`config.mk`:
```
export PLATFORM = sky130hd
export DESIGN_NAME = wb_commit
export DESIGN_NICKNAME = d
export VERILOG_FILES = /design/src/rtl/wb_commit.sv
export SDC_FILE = /design/constraint.sdc
export NUM_CORES = 1
export LEC_CHECK = 0
export ABC_AREA = 1
export BUFFER_PORTS_ARGS = -buffer_cell sky130_fd_sc_hd__buf_2
export CAP_MARGIN = 20
export CORE_AREA = 2 2 114 116
export CTS_CLUSTER_SIZE = 12
export DETAILED_ROUTE_END_ITERATION = 10
export DIE_AREA = 0 0 116 118
export PLACE_DENSITY = 0.61
export SETUP_SLACK_MARGIN = 0.5
export SKIP_CTS_REPAIR_TIMING = 1
export SYNTH_ARGS = -nofsm -noshare
export SYNTH_HDL_FRONTEND = slang
export SYNTH_SLANG_ARGS = --single-unit
```
`constraint.sdc`:
```
create_clock -name clk -period 0.85 [get_ports clk]
set_input_delay 0.085 -clock clk [delete_from_list [all_inputs] [get_ports clk]]
set_output_delay 0.085 -clock clk [all_outputs]
set_load 0.02 [all_outputs]
```
`src/rtl/wb_commit.sv`:
```
// wb_commit: dual-issue writeback commit stage. It drives both register-file write
// ports and a one-instruction-per-cycle debug commit trace. The trace is enabled by DEBUG_TRACE_EN.
module wb_commit (
   input  logic        clk,
   input  logic        rst,
   input  logic        valid_i,
   output logic        ready_o,
   input  logic        v1_i,
   input  logic        v2_i,
   input  logic [31:0] pc1_i,
   input  logic [31:0] pc2_i,
   input  logic        we1_i,
   input  logic        we2_i,
   input  logic [4:0]  waddr1_i,
   input  logic [4:0]  waddr2_i,
   input  logic [31:0] wdata1_i,
   input  logic [31:0] wdata2_i,
   output logic        we_o1,
   output logic        we_o2,
   output logic [4:0]  waddr_o1,
   output logic [4:0]  waddr_o2,
   output logic [31:0] wdata_o1,
   output logic [31:0] wdata_o2,
   output logic [31:0] debug_wb_pc,
   output logic [3:0]  debug_wb_rf_wen,
   output logic [4:0]  debug_wb_rf_wnum,
   output logic [31:0] debug_wb_rf_wdata
);

`ifdef DEBUG_TRACE_EN
   localparam logic TRACE_EN = 1'b1;
`else
   localparam logic TRACE_EN = 1'b0;
`endif

   typedef enum logic [1:0] {ST_IDLE = 2'd0, ST_BEAT1 = 2'd1, ST_BEAT2 = 2'd2} state_t;

   state_t      state_q, state_d;
   logic        accept_s, eff1_s, eff2_s;
   logic        pend2_q, pend2_d;
   logic [31:0] h_pc_q, h_pc_d, h_wdata_q, h_wdata_d;
   logic [4:0]  h_wnum_q, h_wnum_d;
   logic        h_wen_q, h_wen_d;
   logic        we1_q, we1_d, we2_q, we2_d;
   logic [4:0]  waddr1_q, waddr1_d, waddr2_q, waddr2_d;
   logic [31:0] wdata1_q, wdata1_d, wdata2_q, wdata2_d;
   logic [31:0] tr_pc_q, tr_pc_d, tr_wdata_q, tr_wdata_d;
   logic [4:0]  tr_wnum_q, tr_wnum_d;
   logic        tr_wen_q, tr_wen_d;

   assign eff1_s = v1_i && we1_i && (waddr1_i != 5'd0);
   assign eff2_s = v2_i && we2_i && (waddr2_i != 5'd0);

   // A pending slot-2 trace beat stalls the pair behind it.
`ifdef DEBUG_TRACE_EN
   assign ready_o = !((state_q == ST_BEAT1) && pend2_q);
`else
   assign ready_o = !rst;
`endif
   assign accept_s = valid_i && ready_o;

   // State register
   always_ff @(posedge clk) begin
      if (rst) begin
         state_q <= ST_IDLE;
      end else begin
         state_q <= state_d;
      end
   end

   // Next-state selection
   always_comb begin
      state_d = ST_IDLE;
      case (state_q)
         ST_BEAT1: begin
            if (pend2_q)       state_d = ST_BEAT2;
            else if (accept_s) state_d = ST_BEAT1;
            else               state_d = ST_IDLE;
         end
         ST_IDLE, ST_BEAT2: begin
            if (accept_s) state_d = ST_BEAT1;
            else          state_d = ST_IDLE;
         end
         default: state_d = ST_IDLE;
      endcase
   end

   // Output and holding-register next values, keyed on the state being entered
   always_comb begin
      pend2_d    = 1'b0;
      h_pc_d     = h_pc_q;
      h_wnum_d   = h_wnum_q;
      h_wdata_d  = h_wdata_q;
      h_wen_d    = h_wen_q;
      we1_d      = 1'b0;
      we2_d      = 1'b0;
      waddr1_d   = waddr1_q;
      waddr2_d   = waddr2_q;
      wdata1_d   = wdata1_q;
      wdata2_d   = wdata2_q;
      tr_pc_d    = 32'd0;
      tr_wen_d   = 1'b0;
      tr_wnum_d  = tr_wnum_q;
      tr_wdata_d = tr_wdata_q;
      case (state_d)
         ST_BEAT1: begin
            // Younger slot wins a same-address pair; trace still reports both.
            we1_d     = eff1_s && !(eff2_s && (waddr1_i == waddr2_i));
            we2_d     = eff2_s;
            waddr1_d  = waddr1_i;
            waddr2_d  = waddr2_i;
            wdata1_d  = wdata1_i;
            wdata2_d  = wdata2_i;
            pend2_d   = TRACE_EN && v1_i && v2_i;
            h_pc_d    = pc2_i;
            h_wnum_d  = waddr2_i;
            h_wdata_d = wdata2_i;
            h_wen_d   = eff2_s;
            if (v1_i) begin
               tr_pc_d    = pc1_i;
               tr_wen_d   = eff1_s;
               tr_wnum_d  = waddr1_i;
               tr_wdata_d = wdata1_i;
            end else if (v2_i) begin
               tr_pc_d    = pc2_i;
               tr_wen_d   = eff2_s;
               tr_wnum_d  = waddr2_i;
               tr_wdata_d = wdata2_i;
            end else begin
               tr_pc_d  = 32'd0;
               tr_wen_d = 1'b0;
            end
         end
         ST_BEAT2: begin
            tr_pc_d    = h_pc_q;
            tr_wen_d   = h_wen_q;
            tr_wnum_d  = h_wnum_q;
            tr_wdata_d = h_wdata_q;
         end
         default: begin
            tr_pc_d  = 32'd0;
            tr_wen_d = 1'b0;
         end
      endcase
   end

   // Datapath registers
   always_ff @(posedge clk) begin
      if (rst) begin
         pend2_q    <= 1'b0;
         h_pc_q     <= 32'd0;
         h_wnum_q   <= 5'd0;
         h_wdata_q  <= 32'd0;
         h_wen_q    <= 1'b0;
         we1_q      <= 1'b0;
         we2_q      <= 1'b0;
         waddr1_q   <= 5'd0;
         waddr2_q   <= 5'd0;
         wdata1_q   <= 32'd0;
         wdata2_q   <= 32'd0;
         tr_pc_q    <= 32'd0;
         tr_wen_q   <= 1'b0;
         tr_wnum_q  <= 5'd0;
         tr_wdata_q <= 32'd0;
      end else begin
         pend2_q    <= pend2_d;
         h_pc_q     <= h_pc_d;
         h_wnum_q   <= h_wnum_d;
         h_wdata_q  <= h_wdata_d;
         h_wen_q    <= h_wen_d;
         we1_q      <= we1_d;
         we2_q      <= we2_d;
         waddr1_q   <= waddr1_d;
         waddr2_q   <= waddr2_d;
         wdata1_q   <= wdata1_d;
         wdata2_q   <= wdata2_d;
         tr_pc_q    <= tr_pc_d;
         tr_wen_q   <= tr_wen_d;
         tr_wnum_q  <= tr_wnum_d;
         tr_wdata_q <= tr_wdata_d;
      end
   end

   assign we_o1             = we1_q;
   assign we_o2             = we2_q;
   assign waddr_o1          = waddr1_q;
   assign waddr_o2          = waddr2_q;
   assign wdata_o1          = wdata1_q;
   assign wdata_o2          = wdata2_q;
   assign debug_wb_pc       = tr_pc_q & {32{TRACE_EN}};
   assign debug_wb_rf_wen   = {4{tr_wen_q & TRACE_EN}};
   assign debug_wb_rf_wnum  = tr_wnum_q & {5{TRACE_EN}};
   assign debug_wb_rf_wdata = tr_wdata_q & {32{TRACE_EN}};

endmodule

```
# Word-level counts from Yosys, hierarchy flattened
# Cells that the tools add are included.
# op_classes
eq_ne	4
n_mux	2
n_bitwise	1
n_reduce_logical	14
# op_table
operator	count
nonzero test 5 bit	2
logical AND 1 bit	7
equality test 5 bit	1
equality test 2 x 1 -> 1 bit (second input constant)	2
OR reduction 3 bit	1
equality test 2 bit (second input constant)	1
logical NOT 1 bit	2
logical NOT 2 bit	1
2-to-1 mux 2 bit	1
OR reduction 2 bit	1
2-to-1 mux 1 bit	1
NOT 1 bit	1
# totals
regBits	78
inputBits	145
out_inout_bits	150
elab_cells	28

# Logic depth before layout (Yosys ltp)
# Gate-level depths: netlist of run 1.
# logic_depth
word_depth	7
depth_mapped	7
depth_no_buf	7

# Least setup slack after synthesis of run 1
# No wires, ideal clock.
# synth_path
kind	reg-to-reg
start	reg waddr_o1[0] (netlist name)
end	reg waddr1_q[0], in the netlist waddr_o1[0]
setup_time_ps	70
arrival_ps	622
t_required_ps	780
setup_slack_ps	158
stages_incl_launch_ff	3
n_path_buf	0
period_less_slack_ps	692
cell_sequence	dfxtp_1 -> o21ai_0 -> a21oi_1
# synth_rtl
item	line	source
to (signal assigned)	173	waddr1_q <= waddr1_d;
to (decl)	45	logic [4:0] waddr1_q, waddr1_d, waddr2_q, waddr2_d;

# Worst setup path after layout of run 1
# layout_path
start	reg wdata2_q[14], in the netlist wdata_o2[14]
end	out wdata_o2[14]
# layout_rtl
item	line	source
from (decl)	46	logic [31:0] wdata1_q, wdata1_d, wdata2_q, wdata2_d;
from (signal assigned)	176	wdata2_q <= wdata2_d;
to (decl)	23	output logic [31:0] wdata_o2,
# No word-level cell between the ends.

==> impl_metrics.yaml, run 1 <==
timing:
  setup_viol: 76
  fin_crit_ps: 897
  rsz0062_at_grt: "yes"
  hold_slack_ps: -34.6
  setup_ws_ps: -47.1
  hold_viol_final: 59
  final_min_period_over_clock_period: 1.06
  fmax_mhz: 1110
  fin_worst_skew_ps: 0
  slew_violations: 0
power_and_ir_drop:
  switching_power_w: 0.00287
  switching_share: 0.284
  p_comb_frac: 0.218
  leakage_nw: 2.57
  power_frac_seq: 0.392
  intPower_w: 0.00724
  p_clk_frac: 0.390
  peakVddDrop_mv: 1.05
  pwr_density_cell_mw_per_mm2: 1810
floorplan:
  start_util: 0.264
  num_rows: 41
  ios: 295
  core_mm2: 0.0124
  die_x_um: 116
  dieArea_mm2: 0.0137
  dieHeight_um: 118
cts:
  clk_pin_slew_worst_paths_ps: 60
  cts-buffers-inserted: 9
  root_buffer: "clkbuf_16"
  cts.sinks: 76
  cts_buffer_depth: 2
  clock_latency_ps: 330
  cts_tree: "done"
  htreeDepth: 3
placed_design:
  place_congestion: 0.720
  port_buffers: 157
  postPlaceCellArea_mm2: 0.00426
  place_inst: 733
  place_hpwl_um: 5820
  dp_slack_ps: -24.7
critical_path:
  max_stage_delay_ps: 350
  critPathMaxFanout: 2
  crit_chain: "buf_6"
  start_kind: "flop"
  worstPathRequired_ps: 760
  path_class: "reg -> out"
  slowest_stage: "dfxtp_4"
  arrival_ps: 810
  critPathBufInv: 1
  crit_family: "flip-flops"
  end_kind: "output port"
layout:
  drive_gt1_frac: 0.586
  mostFrequentLayoutCells: "137 x nor2_1, 82 x buf_6, 75 x dfxtp_4"
  syn_to_final_growth_pct: 70.6
  design_area_mm2: 0.00559
  diodes: 0
  final_common_cell: "nor2_1"
  final-instance-count-excl-fill: 761
  nNetsFinal: 729
  n_fill_cell: 1218
global_routing:
  grt_max_degree: 76
  grt_antenna_before_repair: 0
  grt_pass1_wl_um: 13000
  grt_pass1_vias: 2709
  grt_util_all_layers: 0.120
  overflow: 0
synthesis:
  synth_top_family_by_area: "buffers and inverters"
  synth_top_area_frac: 0.465
  postSynthAreaPerCell_um2: 7.72
  muxShareOfSynthArea: 0
  synth_seq_cells: 76
  synth_xor_xnor_area_share: 0.00267
  syn_inst: 424
  syn_area_mm2: 0.00327
  synth_area_leader_cell: "dfxtp_1"
  synth-simple-area-share: 0.183
  synth-compound-area-share: 0.125
  synthAdderAreaFrac: 0
  yosysWarnings: 0
  ys_types: 17
  synthTopCellsByArea: "dfxtp_1 46%, buf_4 18%, nor2_1 16%"
  seq_area_frac_synth: 0.465
outcome:
  outcome: "finished with violations"
  violations: "negative hold slack, negative setup slack"
routing:
  viasPerCell: 4.09
  wl_per_cell_um: 12.7
  dr.pass1.iters: 4
  finalWirelength_um: 9690
  ant_nets: 0
  vias: 3109
  drtIter0Drc: 66
  drc: 0
flow_run:
  drv_cap: 0
min_path:
  worstHoldPathType: "in -> reg"
metal layers:
layer / up-vias / GRT usage / part of all wire
li1: 1532 / - / -
met1: 1428 / 0.133 / 0.38
met2: 143 / 0.204 / 0.53
met3: 6 / 0.0505 / 0.083
met4: 0 / 0.0379 / 0.0055
met5: - / 0 / 0
layout make-up:
| class | count | area (µm²) | share of cell area |
|---|---|---|---|
| inverter | 10 | 98.8 | 0.0177 |
| timing repair inverter | 2 | 22.5 | 0.00403 |
| timing repair buffer | 172 | 1580 | 0.283 |
| sequential | 76 | 1800 | 0.323 |
| clock inverter | 7 | 81.3 | 0.0146 |
| tap | 172 | 215 | 0.0385 |
| multi-input combinational | 313 | 1560 | 0.279 |
| clock buffer | 9 | 225 | 0.0403 |
logic make-up (layout without fill, tap and decap cells):
family	count (synthesis)	in the layout
AOI/OAI and AO/OA	82	82
xor gates and xnor gates	1	1
buffers and inverters	107	200
DFF	76	76
other	1	73
and+or+nand+nor	157	157
sequential cells by signal, summed over array words and instances, names as in the netlist:
name and count:
waddr_o2 5, wdata_o2 32, we_o1 1, waddr_o1 5
we_o2 1, wdata_o1 32
power groups by stage:
stage | Combinational (W) | Sequential [W] | Clock, W
after floorplan | 0.00107 | 0.00425 | 0
after global placement | 0.00161 | 0.00393 | 0
after detailed placement | 0.00163 | 0.00394 | 0
after CTS | 0.00163 | 0.00387 | 0.00410
after global routing | 0.00239 | 0.00399 | 0.00426
final | 0.00221 | 0.00396 | 0.00394
cells in the mapped netlist:
cell type  number
xnor2_1         1
o21ai_0        67
inv_1           8
inv_2           2
buf_4          78
conb_1          1
nand3_1         2
o21ai_1         7
nand4_1         3
buf_6           2
nand2_1        12
buf_2          16
dfxtp_1        76
clkbuf_1        1
a21oi_1         8
nor3_1          1
nor2_1        139
final timing paths:
| path | endpoint | slack (ps) | cells past startpoint | from |
|---|---|---|---|---|
| worst max-delay path | wdata_o2[14] | -50 | 1 | wdata_o2[14]$_SDFFE_PP0P_ |
| worst min-delay path | wdata_o2[14]$_SDFFE_PP0P_ | -30 | 3 | wdata2_i[14] |
| worst max register to register | waddr_o2[2]$_SDFFE_PP0P_ | 130 | 3 | waddr_o2[2]$_SDFFE_PP0P_ |
| worst min register to register | wdata_o1[21]$_SDFFE_PP0P_ | 490 | 2 | wdata_o1[21]$_SDFFE_PP0P_ |
stage by stage:
stage / total power (W) / TNS (ps) / utilization
CTS: 0.00960 / -5930 / 0.368
finish: 0.0101 / -2470 / 0.450
global route: 0.0106 / -4680 / 0.450
global placement: 0.00554 / -27.9 / 0.343
detailed placement: 0.00557 / -24.7 / 0.343
floorplan: 0.00533 / 0 / -
worst reg2reg max path, cell delays in order (launching register included):
cell     delay, ps
dfxtp_4        340
buf_4          130
o21ai_2        100
a21oi_1         40
Note: power is estimated with default switching activity, not from simulation.
==> inputs of run 2 (changes only) <==
--- a/config.mk
+++ b/config.mk
@@ -6,13 +6,13 @@
 export NUM_CORES = 1
 export LEC_CHECK = 0
 export ABC_AREA = 1
-export BUFFER_PORTS_ARGS = -buffer_cell sky130_fd_sc_hd__buf_2
 export CAP_MARGIN = 20
 export CORE_AREA = 2 2 114 116
 export CTS_CLUSTER_SIZE = 12
 export DETAILED_ROUTE_END_ITERATION = 10
 export DIE_AREA = 0 0 116 118
-export PLACE_DENSITY = 0.61
+export DONT_BUFFER_PORTS = 1
+export PLACE_DENSITY = 0.41
 export SETUP_SLACK_MARGIN = 0.5
 export SKIP_CTS_REPAIR_TIMING = 1
 export SYNTH_ARGS = -nofsm -noshare
==> constraint.sdc (replaced) <==
create_clock -name clk -period 0.9 [get_ports clk]
set_input_delay 0.09 -clock clk [delete_from_list [all_inputs] [get_ports clk]]
set_output_delay 0.09 -clock clk [all_outputs]
set_load 0.02 [all_outputs]
==> run 2 against run 1 <==
Effect of this change:
- sequential share of layout area grew 13 points
- count of clock-buffer cells in the layout grew 5
- sequential cell count is the same
- final cell count shrank 22%
- worst setup slack gained 82 ps
- register-to-register slack gained 120 ps
- core utilization shrank 13 points
- the flow finishes with violations (negative hold slack)
- largest power group unchanged
- non-clock buffer count shrank 168
- critical path depth is the same
- first-iteration DRC count shrank 24%
==> impl_metrics.yaml, run 2 (synthesis results as in run 1) <==
cts:
  cts_tree: "done"
  cts.sinks: 76
  cts-buffers-inserted: 9
  clk_pin_slew_worst_paths_ps: 50
  cts_buffer_depth: 2
  clock_latency_ps: 330
  root_buffer: "clkbuf_16"
  htreeDepth: 3
power_and_ir_drop:
  pwr_density_cell_mw_per_mm2: 2030
  p_clk_frac: 0.404
  p_comb_frac: 0.104
  power_frac_seq: 0.492
  switching_share: 0.288
  switching_power_w: 0.00236
  intPower_w: 0.00583
  peakVddDrop_mv: 1.00
  leakage_nw: 1.66
critical_path:
  crit_start: "waddr_o1[0]$_SDFFE_PP0P_"
  arrival_ps: 770
  start_kind: "flop"
  worstPathRequired_ps: 810
  ff2ff_path_depth: 2
  critPathBufInv: 1
  crit_chain: "buf_6"
  r2r_slack_ps: 250
  end_kind: "output port"
  slowest_stage: "dfxtp_2"
  path_class: "reg -> out"
  max_stage_delay_ps: 330
  crit_cells: 1
  critPathCapture: "waddr_o1[0]"
  reg2reg_to: "waddr_o1[2]$_SDFFE_PP0P_"
  crit_family: "flip-flops"
  reg2reg_from: "waddr_o1[2]$_SDFFE_PP0P_"
  critPathMaxFanout: 2
timing:
  fin_worst_skew_ps: 0
  slew_violations: 0
  final_min_period_over_clock_period: 0.961
  fmax_mhz: 1160
  hold_viol_final: 76
  rsz0062_at_grt: "yes"
  setup_viol: 0
  hold_slack_ps: -177
  fin_crit_ps: 865
floorplan:
  ios: 295
  core_mm2: 0.0124
  die_x_um: 116
  dieArea_mm2: 0.0137
  start_util: 0.264
  dieHeight_um: 118
  num_rows: 41
global_routing:
  grt_pass1_wl_um: 11900
  overflow: 0
  grt_max_degree: 84
  grt_util_all_layers: 0.115
  grt_pass1_vias: 2245
  grt_antenna_before_repair: 0
flow_run:
  drv_cap: 0
routing:
  wl_per_cell_um: 13.9
  drtIter0Drc: 50
  finalWirelength_um: 8230
  ant_nets: 0
  drc: 0
  dr.pass1.iters: 4
  vias: 2469
  viasPerCell: 4.17
layout:
  mostFrequentLayoutCells: "138 x nor2_1, 75 x dfxtp_4, 73 x conb_1"
  final_common_cell: "nor2_1"
  nNetsFinal: 560
  final-instance-count-excl-fill: 592
  syn_to_final_growth_pct: 22.9
  drive_gt1_frac: 0.421
  diodes: 0
placed_design:
  place_inst: 575
  place_congestion: 0.739
  place_hpwl_um: 5310
  port_buffers: 0
outcome:
  outcome: "finished with violations"
  violations: "negative hold slack"
min_path:
  worstHoldPathType: "in -> reg"
==> run 2: cell types whose count changed in the layout (fill, tap and decap cells not counted), sizes merged <==
cell,previous run,this run
clkbuf,11,14
inv,11,10
bufinv,2,0
clkinv,6,3
buf,170,4
==> run 2: cell type report <==
type	instances	area (µm²)
tap	172	215
multi-input combinational	313	1570
fill	1321	8390
inverter	10	88.8
sequential	76	1800
clock inverter	2	10.0
clock buffer	14	264
timing repair inverter	1	11.3
timing repair buffer	4	58.8
==> run 2: stage by stage <==
step	utilization	setup WS, ps	TNS, ps	area (µm²)	total power [W]
2_1_floorplan	-	249	0	3980	0.00504
3_3_place_gp	0.278	131	0	3450	0.00481
4_1_cts	0.300	-8.20	-8.20	3720	0.00824
5_1_grt	0.324	9.24	0	4030	0.00867
6_report	0.324	35.3	0	4030	0.00819
3_5_place_dp	0.278	124	0	3450	0.00482
==> run 2: worst min path at each step <==
| stage | startpoint | end | cells after the start |
|---|---|---|---|
| floorplan | rst | we_o2$_SDFF_PP0_ | 1 |
| global placement | rst | we_o2$_SDFF_PP0_ | 1 |
| detailed placement | rst | we_o2$_SDFF_PP0_ | 1 |
| CTS | rst | we_o2$_SDFF_PP0_ | 1 |
| global route | rst | we_o2$_SDFF_PP0_ | 1 |
| finish | rst | we_o2$_SDFF_PP0_ | 1 |
==> run 2: per-layer routing <==
| metal | up-vias | GRT usage | wire length, µm |
|---|---|---|---|
| met4 | 0 | 0.0603 | 227 |
| met1 | 1100 | 0.127 | 3200 |
| met2 | 139 | 0.182 | 3830 |
| met5 | - | 0 | 0 |
| li1 | 1213 | - | - |
| met3 | 17 | 0.0530 | 970 |
==> run 2: power groups by stage <==
stage	combinational, W	clock (W)	sequential, W
global route	0.000964	0.00364	0.00406
floorplan	0.00102	0	0.00402
global placement	0.000734	0	0.00407
finish	0.000850	0.00331	0.00403
CTS	0.000751	0.00349	0.00400
detailed placement	0.000749	0	0.00407
